<file path="config.mk">
export PLATFORM = sky130hd
export DESIGN_NAME = regfile_wb_arbiter
export DESIGN_NICKNAME = d
export VERILOG_FILES = /design/src/rtl/riscv_pkg.sv /design/src/rtl/rr_arb2.sv /design/src/rtl/regfile_wb_arbiter.sv
export SDC_FILE = /design/constraint.sdc
export NUM_CORES = 1
export LEC_CHECK = 0
export BUFFER_PORTS_ARGS = -buffer_cell sky130_fd_sc_hd__buf_4
export CORE_MARGIN = 2
export CORE_UTILIZATION = 49
export DETAILED_ROUTE_END_ITERATION = 6
export GPL_ROUTABILITY_DRIVEN = 0
export GPL_TIMING_DRIVEN = 0
export MAX_ROUTING_LAYER = met4
export PLACE_DENSITY = 0.87
export SLEW_MARGIN = 10
export SYNTH_ARGS = -nofsm -noshare
export SYNTH_HDL_FRONTEND = slang
export SYNTH_SLANG_ARGS = --single-unit
</file>
<file path="constraint.sdc">
create_clock -name clk -period 2.88 [get_ports clk]
set_input_delay 0.576 -clock clk [delete_from_list [all_inputs] [get_ports clk]]
set_output_delay 0.576 -clock clk [all_outputs]
set_load 0.1 [all_outputs]
</file>
<file path="src/rtl/riscv_pkg.sv">
// rtl/riscv_pkg.sv - shared register-file constants, write-back request type and address decode helper
//
// Purpose: common definitions for the execute/load stages and the write-back arbiter.
// Contents:
//   REG_ADDR_W  width of a register index (5)
//   NUM_REGS    number of architectural registers (32)
//   XLEN        data width of the write-back request type
//   wb_req_t    {rd, data} write-back request
//   reg_onehot  one-hot decode of a register index
package riscv_pkg;

  localparam int REG_ADDR_W = 5;
  localparam int NUM_REGS   = 32;
  localparam int XLEN       = 32;

  typedef struct packed {
    logic [REG_ADDR_W-1:0] rd;
    logic [XLEN-1:0]       data;
  } wb_req_t;

  function automatic logic [NUM_REGS-1:0] reg_onehot(input logic [REG_ADDR_W-1:0] addr);
    logic [NUM_REGS-1:0] m;
    m       = '0;
    m[addr] = 1'b1;
    return m;
  endfunction

endpackage

</file>
<file path="src/rtl/rr_arb2.sv">
// rtl/rr_arb2.sv - two-input round-robin arbiter with last-grant register
//
// Purpose: grants one of two requesters per cycle; on a tie the requester that
// did not win last time is chosen.
// Ports:
//   clk     in   clock
//   rst_n   in   asynchronous active-low reset (last grant resets to B so A wins first tie)
//   req_a_i in   requester A valid
//   req_b_i in   requester B valid
//   gnt_a_o out  combinational grant to A
//   gnt_b_o out  combinational grant to B
module rr_arb2 (
  input  logic clk,
  input  logic rst_n,
  input  logic req_a_i,
  input  logic req_b_i,
  output logic gnt_a_o,
  output logic gnt_b_o
);

  // 0 = A won last, 1 = B won last
  logic last_q;
  logic last_d;

  always_ff @(posedge clk or negedge rst_n) begin
    if (!rst_n) begin
      last_q <= 1'b1;
    end else begin
      last_q <= last_d;
    end
  end

  // A wins when alone, or on a tie if B was served last.
  always_comb begin
    gnt_a_o = req_a_i & (~req_b_i | last_q);
    gnt_b_o = req_b_i & (~req_a_i | ~last_q);
  end

  // Grants are transfers (ready == grant), so history moves only when one fires.
  always_comb begin
    last_d = last_q;
    if (gnt_a_o) begin
      last_d = 1'b0;
    end else if (gnt_b_o) begin
      last_d = 1'b1;
    end
  end

endmodule

</file>
<file path="src/rtl/regfile_wb_arbiter.sv">
// rtl/regfile_wb_arbiter.sv - round-robin write-back arbiter for the single regfile write port
//
// Purpose: merges ALU (A) and load (B) write-backs onto one registered regfile
// write port, suppresses writes to x0, exports a pending-write mask and a
// saturating contention counter.
// Ports:
//   clk, rst_n                    clock, asynchronous active-low reset
//   a_valid, a_rd, a_data, a_ready requester A handshake
//   b_valid, b_rd, b_data, b_ready requester B handshake
//   wr_en, wr_addr, wr_data       registered regfile write port
//   pend_mask                     one-hot of wr_addr while wr_en is high
//   contend_cnt                   saturating count of cycles with both valid
module regfile_wb_arbiter
  import riscv_pkg::*;
#(
  parameter int WIDTH = 32,
  parameter int CNT_W = 16
) (
  input  logic                  clk,
  input  logic                  rst_n,
  input  logic                  a_valid,
  input  logic [REG_ADDR_W-1:0] a_rd,
  input  logic [WIDTH-1:0]      a_data,
  output logic                  a_ready,
  input  logic                  b_valid,
  input  logic [REG_ADDR_W-1:0] b_rd,
  input  logic [WIDTH-1:0]      b_data,
  output logic                  b_ready,
  output logic                  wr_en,
  output logic [REG_ADDR_W-1:0] wr_addr,
  output logic [WIDTH-1:0]      wr_data,
  output logic [NUM_REGS-1:0]   pend_mask,
  output logic [CNT_W-1:0]      contend_cnt
);

  logic                  wr_en_q,   wr_en_d;
  logic [REG_ADDR_W-1:0] wr_addr_q, wr_addr_d;
  logic [WIDTH-1:0]      wr_data_q, wr_data_d;
  logic [CNT_W-1:0]      cnt_q,     cnt_d;

  rr_arb2 u_arb (
    .clk     (clk),
    .rst_n   (rst_n),
    .req_a_i (a_valid),
    .req_b_i (b_valid),
    .gnt_a_o (a_ready),
    .gnt_b_o (b_ready)
  );

  // Output stage: never back-pressured, so a grant is always a transfer.
  always_comb begin
    wr_en_d   = 1'b0;
    wr_addr_d = wr_addr_q;
    wr_data_d = wr_data_q;
    if (a_ready) begin
      wr_addr_d = a_rd;
      wr_data_d = a_data;
      wr_en_d   = (a_rd != '0);
    end else if (b_ready) begin
      wr_addr_d = b_rd;
      wr_data_d = b_data;
      wr_en_d   = (b_rd != '0);
    end
  end

  always_comb begin
    cnt_d = cnt_q;
    if (a_valid && b_valid && (cnt_q != {CNT_W{1'b1}})) begin
      cnt_d = cnt_q + CNT_W'(1);
    end
  end

  always_ff @(posedge clk or negedge rst_n) begin
    if (!rst_n) begin
      wr_en_q   <= 1'b0;
      wr_addr_q <= '0;
      wr_data_q <= '0;
      cnt_q     <= '0;
    end else begin
      wr_en_q   <= wr_en_d;
      wr_addr_q <= wr_addr_d;
      wr_data_q <= wr_data_d;
      cnt_q     <= cnt_d;
    end
  end

  assign wr_en       = wr_en_q;
  assign wr_addr     = wr_addr_q;
  assign wr_data     = wr_data_q;
  assign contend_cnt = cnt_q;
  assign pend_mask   = wr_en_q ? reg_onehot(wr_addr_q) : '0;

endmodule

</file>
# == After elaboration in Yosys (flattened, before gate mapping) ==
# Cells that the tools add are included.
# op_classes
magnitude_cmp,2
n_eq_ne,1
n_bitwise,7
n_reduce_logical,6
n_mux,11
addsub,1
# ops
op,count
$mux W32,3
$add A16 B1 Y16 const B,1
$ne A16 B16 Y1 const B,1
$mux W5,2
$reduce_bool A5 Y1,2
$lt A5 B6 Y1 const B,1
$demux W1 S5,1
$ge A5 B1 Y1 const B,1
$mux W1,5
$logic_and A1 B1 Y1,3
$not A1 Y1,3
$and A1 B1 Y1,2
$or A1 B1 Y1,2
$reduce_bool A2 Y1,1
# totals
out_inout_bits,88
wordCells,33
input_bits,78
reg_bits,55

# == Depth between registers and ports, before layout ==
# depth
word_depth,5
ltp_mapped,7
mapped_depth_nobuf,5

# == Modules after synthesis ==
# Synthesis repeated with hierarchy kept, for this count alone.
# hier_totals
hier_cells,288
hier_area_um2,2753.9
# modules_own_cells
module,cells_each,area_each_um2,n_inst,seq_area_each_um2
regfile_wb_arbiter,282,2700.1,1,1351.3
rr_arb2,6,53.8,1,26.3

# == Worst setup path before layout ==
# No wires, ideal clock.
# synth_timing
path_kind,input -> output
start,input a_valid
end,output a_ready
stages,3
path_slack_ns,-0.841
n_path_buf,2
arrival_ns,3.145
required_time_ns,2.304
path_cell_list,buf_2 buf_2 a21boi_0
# synth_between
elab_chain_cells,1
# synth_rtl
element,line,text
start: declaration,regfile_wb_arbiter.sv:21,"input logic a_valid,"
$and A1 B1 Y1,rr_arb2.sv:35,gnt_a_o = req_a_i & (~req_b_i | last_q);
end: declaration,regfile_wb_arbiter.sv:24,"output logic a_ready,"
# No other way between the ends.

# == Final worst setup path ==
# layout_timing
start,register u_arb.last_q
end,output b_ready
# layout_between
elab_chain_cells,3
# layout_rtl
element,line,text
start: declaration,rr_arb2.sv:22,logic last_q;
start signal: assignment,rr_arb2.sv:29,last_q <= last_d;
$not A1 Y1,rr_arb2.sv:36,gnt_b_o = req_b_i & (~req_a_i | ~last_q);
$or A1 B1 Y1,rr_arb2.sv:36,
$and A1 B1 Y1,rr_arb2.sv:36,
end: declaration,regfile_wb_arbiter.sv:28,"output logic b_ready,"
# No other way between the ends.

==> results.py <==
metrics = {
    "run_status": {
        "outcome": "completed",
    },
    "critical_path": {
        "worst-path-max-fanout": 10,
        "endpoint_kind": "output pin",
        "slowest_stage": "dfstp_2",
        "cp_cell_sequence": "buf_2 > nand2_1 > nand2_1 > buf_2 > buf_2 > inv_1 > buf_4",
        "arrival_ps": 2180,
        "cp-start-kind": "flop",
        "cpPeakStageDelay_ps": 520,
        "crit_required_ps": 2300,
        "cp_common_cell": "buf_2",
        "path_buf_inv": 5,
        "worst-setup-path-type": "flop to output pin",
        "worst_path_dominant_cell_family": "buffers and inverters",
    },
    "worst_hold_path": {
        "hold_path_class": "input pin to asynchronous set/reset pin",
    },
    "clocking": {
        "clockBufferDepth": 2,
        "cts_buffers": 5,
        "cts_tree": "yes",
        "worstSkewPairLatency_ps": 310,
        "cts_setup_buffers": 0,
        "cts.repair.resized": 0,
        "cts.root.buffer_cell": "clkbuf_8",
        "htreeDepth": 2,
        "ctsHoldBuffers": 0,
        "cts.sinks": 55,
        "clk_pin_slew_ps": 100,
    },
    "grt": {
        "grt_max_degree": 56,
        "antenna_found_initial": 0,
        "grt_first_pass_wirelength_um": 16100,
        "grt_overflow": 0,
        "grt_pass1_vias": 3434,
        "grt.total_usage": 0.287,
    },
    "yosys": {
        "ys_seq_elements": 55,
        "syn_nets": 454,
        "synth_cell_type_count": 41,
        "synth.cell_area_um2": 3110,
        "async_flop_share": 1.00,
        "seq_area_frac_synth": 0.443,
        "synth_warnings": 0,
        "synth-edff-count": 0,
        "synthCells": 375,
        "synth_top_flop_cell": "dfrtp_1",
        "synth.avg_cell_area_um2": 8.29,
    },
    "floorplan": {
        "initial_core_util": 0.498,
        "coreArea_um2": 6240,
        "ios": 166,
        "row_count": 29,
        "die_w_um": 83.7,
        "fp.dieH_um": 83.7,
        "die-area_um2": 7000,
    },
    "final_layout": {
        "drive_above_1_share": 0.388,
        "diodes": 0,
        "nets": 625,
        "final_util": 0.742,
        "syn_to_final_growth_pct": 48.9,
        "final_cell_area_um2": 4630,
    },
    "timing": {
        "timing.slew.headroom": 0.483,
        "hold_viol": 0,
        "maxSlewViolCount": 0,
        "final.setup_skew_ps": 8.42,
        "fmax_mhz": 363,
        "fin_crit_ps": 2750,
        "period_share": 0.955,
        "worst_slew_pin_slew_ps": 775,
        "setup_ws_ps": 129,
        "setup_viol": 0,
        "hold_slack_ps": 303,
        "rsz0062_at_grt": "no",
    },
    "pwr": {
        "leakage_nw": 2.25,
        "peakVddDrop_mv": 0.552,
        "p_per_area_nw_per_um2": 696,
        "total_power_mw": 3.22,
    },
    "placed_design": {
        "dp_slack_ps": 398,
        "io_buffer_count": 164,
        "place_area_um2": 4520,
        "dp_hpwl_um": 7650,
    },
    "route": {
        "drtIter0Drc": 249,
        "drt-met1-wl_um": 3950,
        "via_per_inst": 5.75,
        "dr.pass1.iters": 5,
        "wl_met2_um": 5120,
        "drc": 0,
        "vias": 3590,
        "route.met3.wl_um": 838,
        "routedWlPerCell_um": 16.1,
        "wirelength_um": 10100,
        "highest_layer": "met4",
        "ant_nets": 0,
    },
    "flow_run": {
        "cap_violations": 0,
    },
}
cells in the final DEF, fill, tap and decap left out, drive strengths merged, types with 2 or more instances in the layout:
cell	count
nand3b	5
o22ai	32
or3b	3
clkbuf	28
a31oi	33
xnor2	2
o21ai	2
nand4	6
nor2b	2
nor3	4
mux2i	6
inv	36
nor4	3
nor2	74
or4	2
o221a	5
xor2	8
nand2	16
dfrtp	54
mux2	2
a21boi	2
nor4b	2
buf	170
nand3	6
a21oi	33
stage by stage:
stage | std cells | TNS (ps)
detailed placement | 616 | 0
finish | 624 | 0
global placement | 616 | 0
floorplan | 375 | -8320
global route | 624 | 0
CTS | 624 | 0
worst paths after layout:
check,from,to,slack [ps],cells past startpoint
max,u_arb.last_q,b_ready,130,7
min in group clk,a_data[13],wr_data[13],540,3
max reg2reg,u_arb.last_q,wr_data[27],970,7
max in group asynchronous,rst_n,wr_en,2090,1
min,rst_n,contend_cnt[10],300,1
min reg2reg,contend_cnt[15],contend_cnt[15],540,1
final cells by class:
type,count,area [µm²]
Timing Repair Buffer,164,1230
Clock buffer,7,76.3
Multi-Input combinational cell,257,1580
Tap cell,77,96.3
Buffer,27,108
Fill cell,483,1610
Clock inverter,1,30.0
Sequential cell,55,1380
Inverter,36,135
cell families (layout without fill, tap and decap cells):
family	after synthesis	after routing	synth area share
simple gates	128	128	0.202
compound gates	110	110	0.218
buf+inv	63	235	0.0780
flops	55	55	0.443
xor+xnor	10	10	0.0282
mux	8	8	0.0278
fa+ha+maj	1	1	0.00402
Yosys cell counts (2+ instances only):
cell      instances  area (µm²)
nor2_1           73         274
nor2b_1           2        12.5
o21ai_0           2        10.0
o221a_2           5        56.3
nor4_1            2        12.5
nand2_1          16        60.1
or3b_2            3        26.3
clkbuf_1         21        78.8
nor3_1            4        20.0
o22ai_1          32         200
mux2i_1           6        60.1
nand4_1           4        25.0
a21boi_0          2        15.0
a21oi_1          33         165
buf_2             5        25.0
nor4b_1           2        17.5
or4_1             2        15.0
xor2_1            8        70.1
inv_1            36         135
a31oi_1          33         206
nand3b_1          5        37.5
xnor2_1           2        17.5
nand3_1           6        30.0
dfrtp_1          54        1350
flip-flops by register name (all words and copies together) (netlist names):
| register | count |
|---|---|
| wr_data | 32 |
| contend_cnt | 16 |
| wr_addr | 5 |
| u_arb.last_q | 1 |
| wr_en | 1 |
layer usage:
metal / track usage / up-vias
li1: - / 1662
met1: 0.358 / 1721
met2: 0.479 / 193
met3: 0.0574 / 14
met4: 0.0821 / 0
met5: - / -
where the power goes:
| part | internal [mW] | switching, mW |
|---|---|---|
| Sequential | 0.888 | 0.123 |
| Combinational | 0.391 | 1.31 |
| Clock | 0.261 | 0.254 |
No activity file was read; power rests on OpenSTA's default activity.
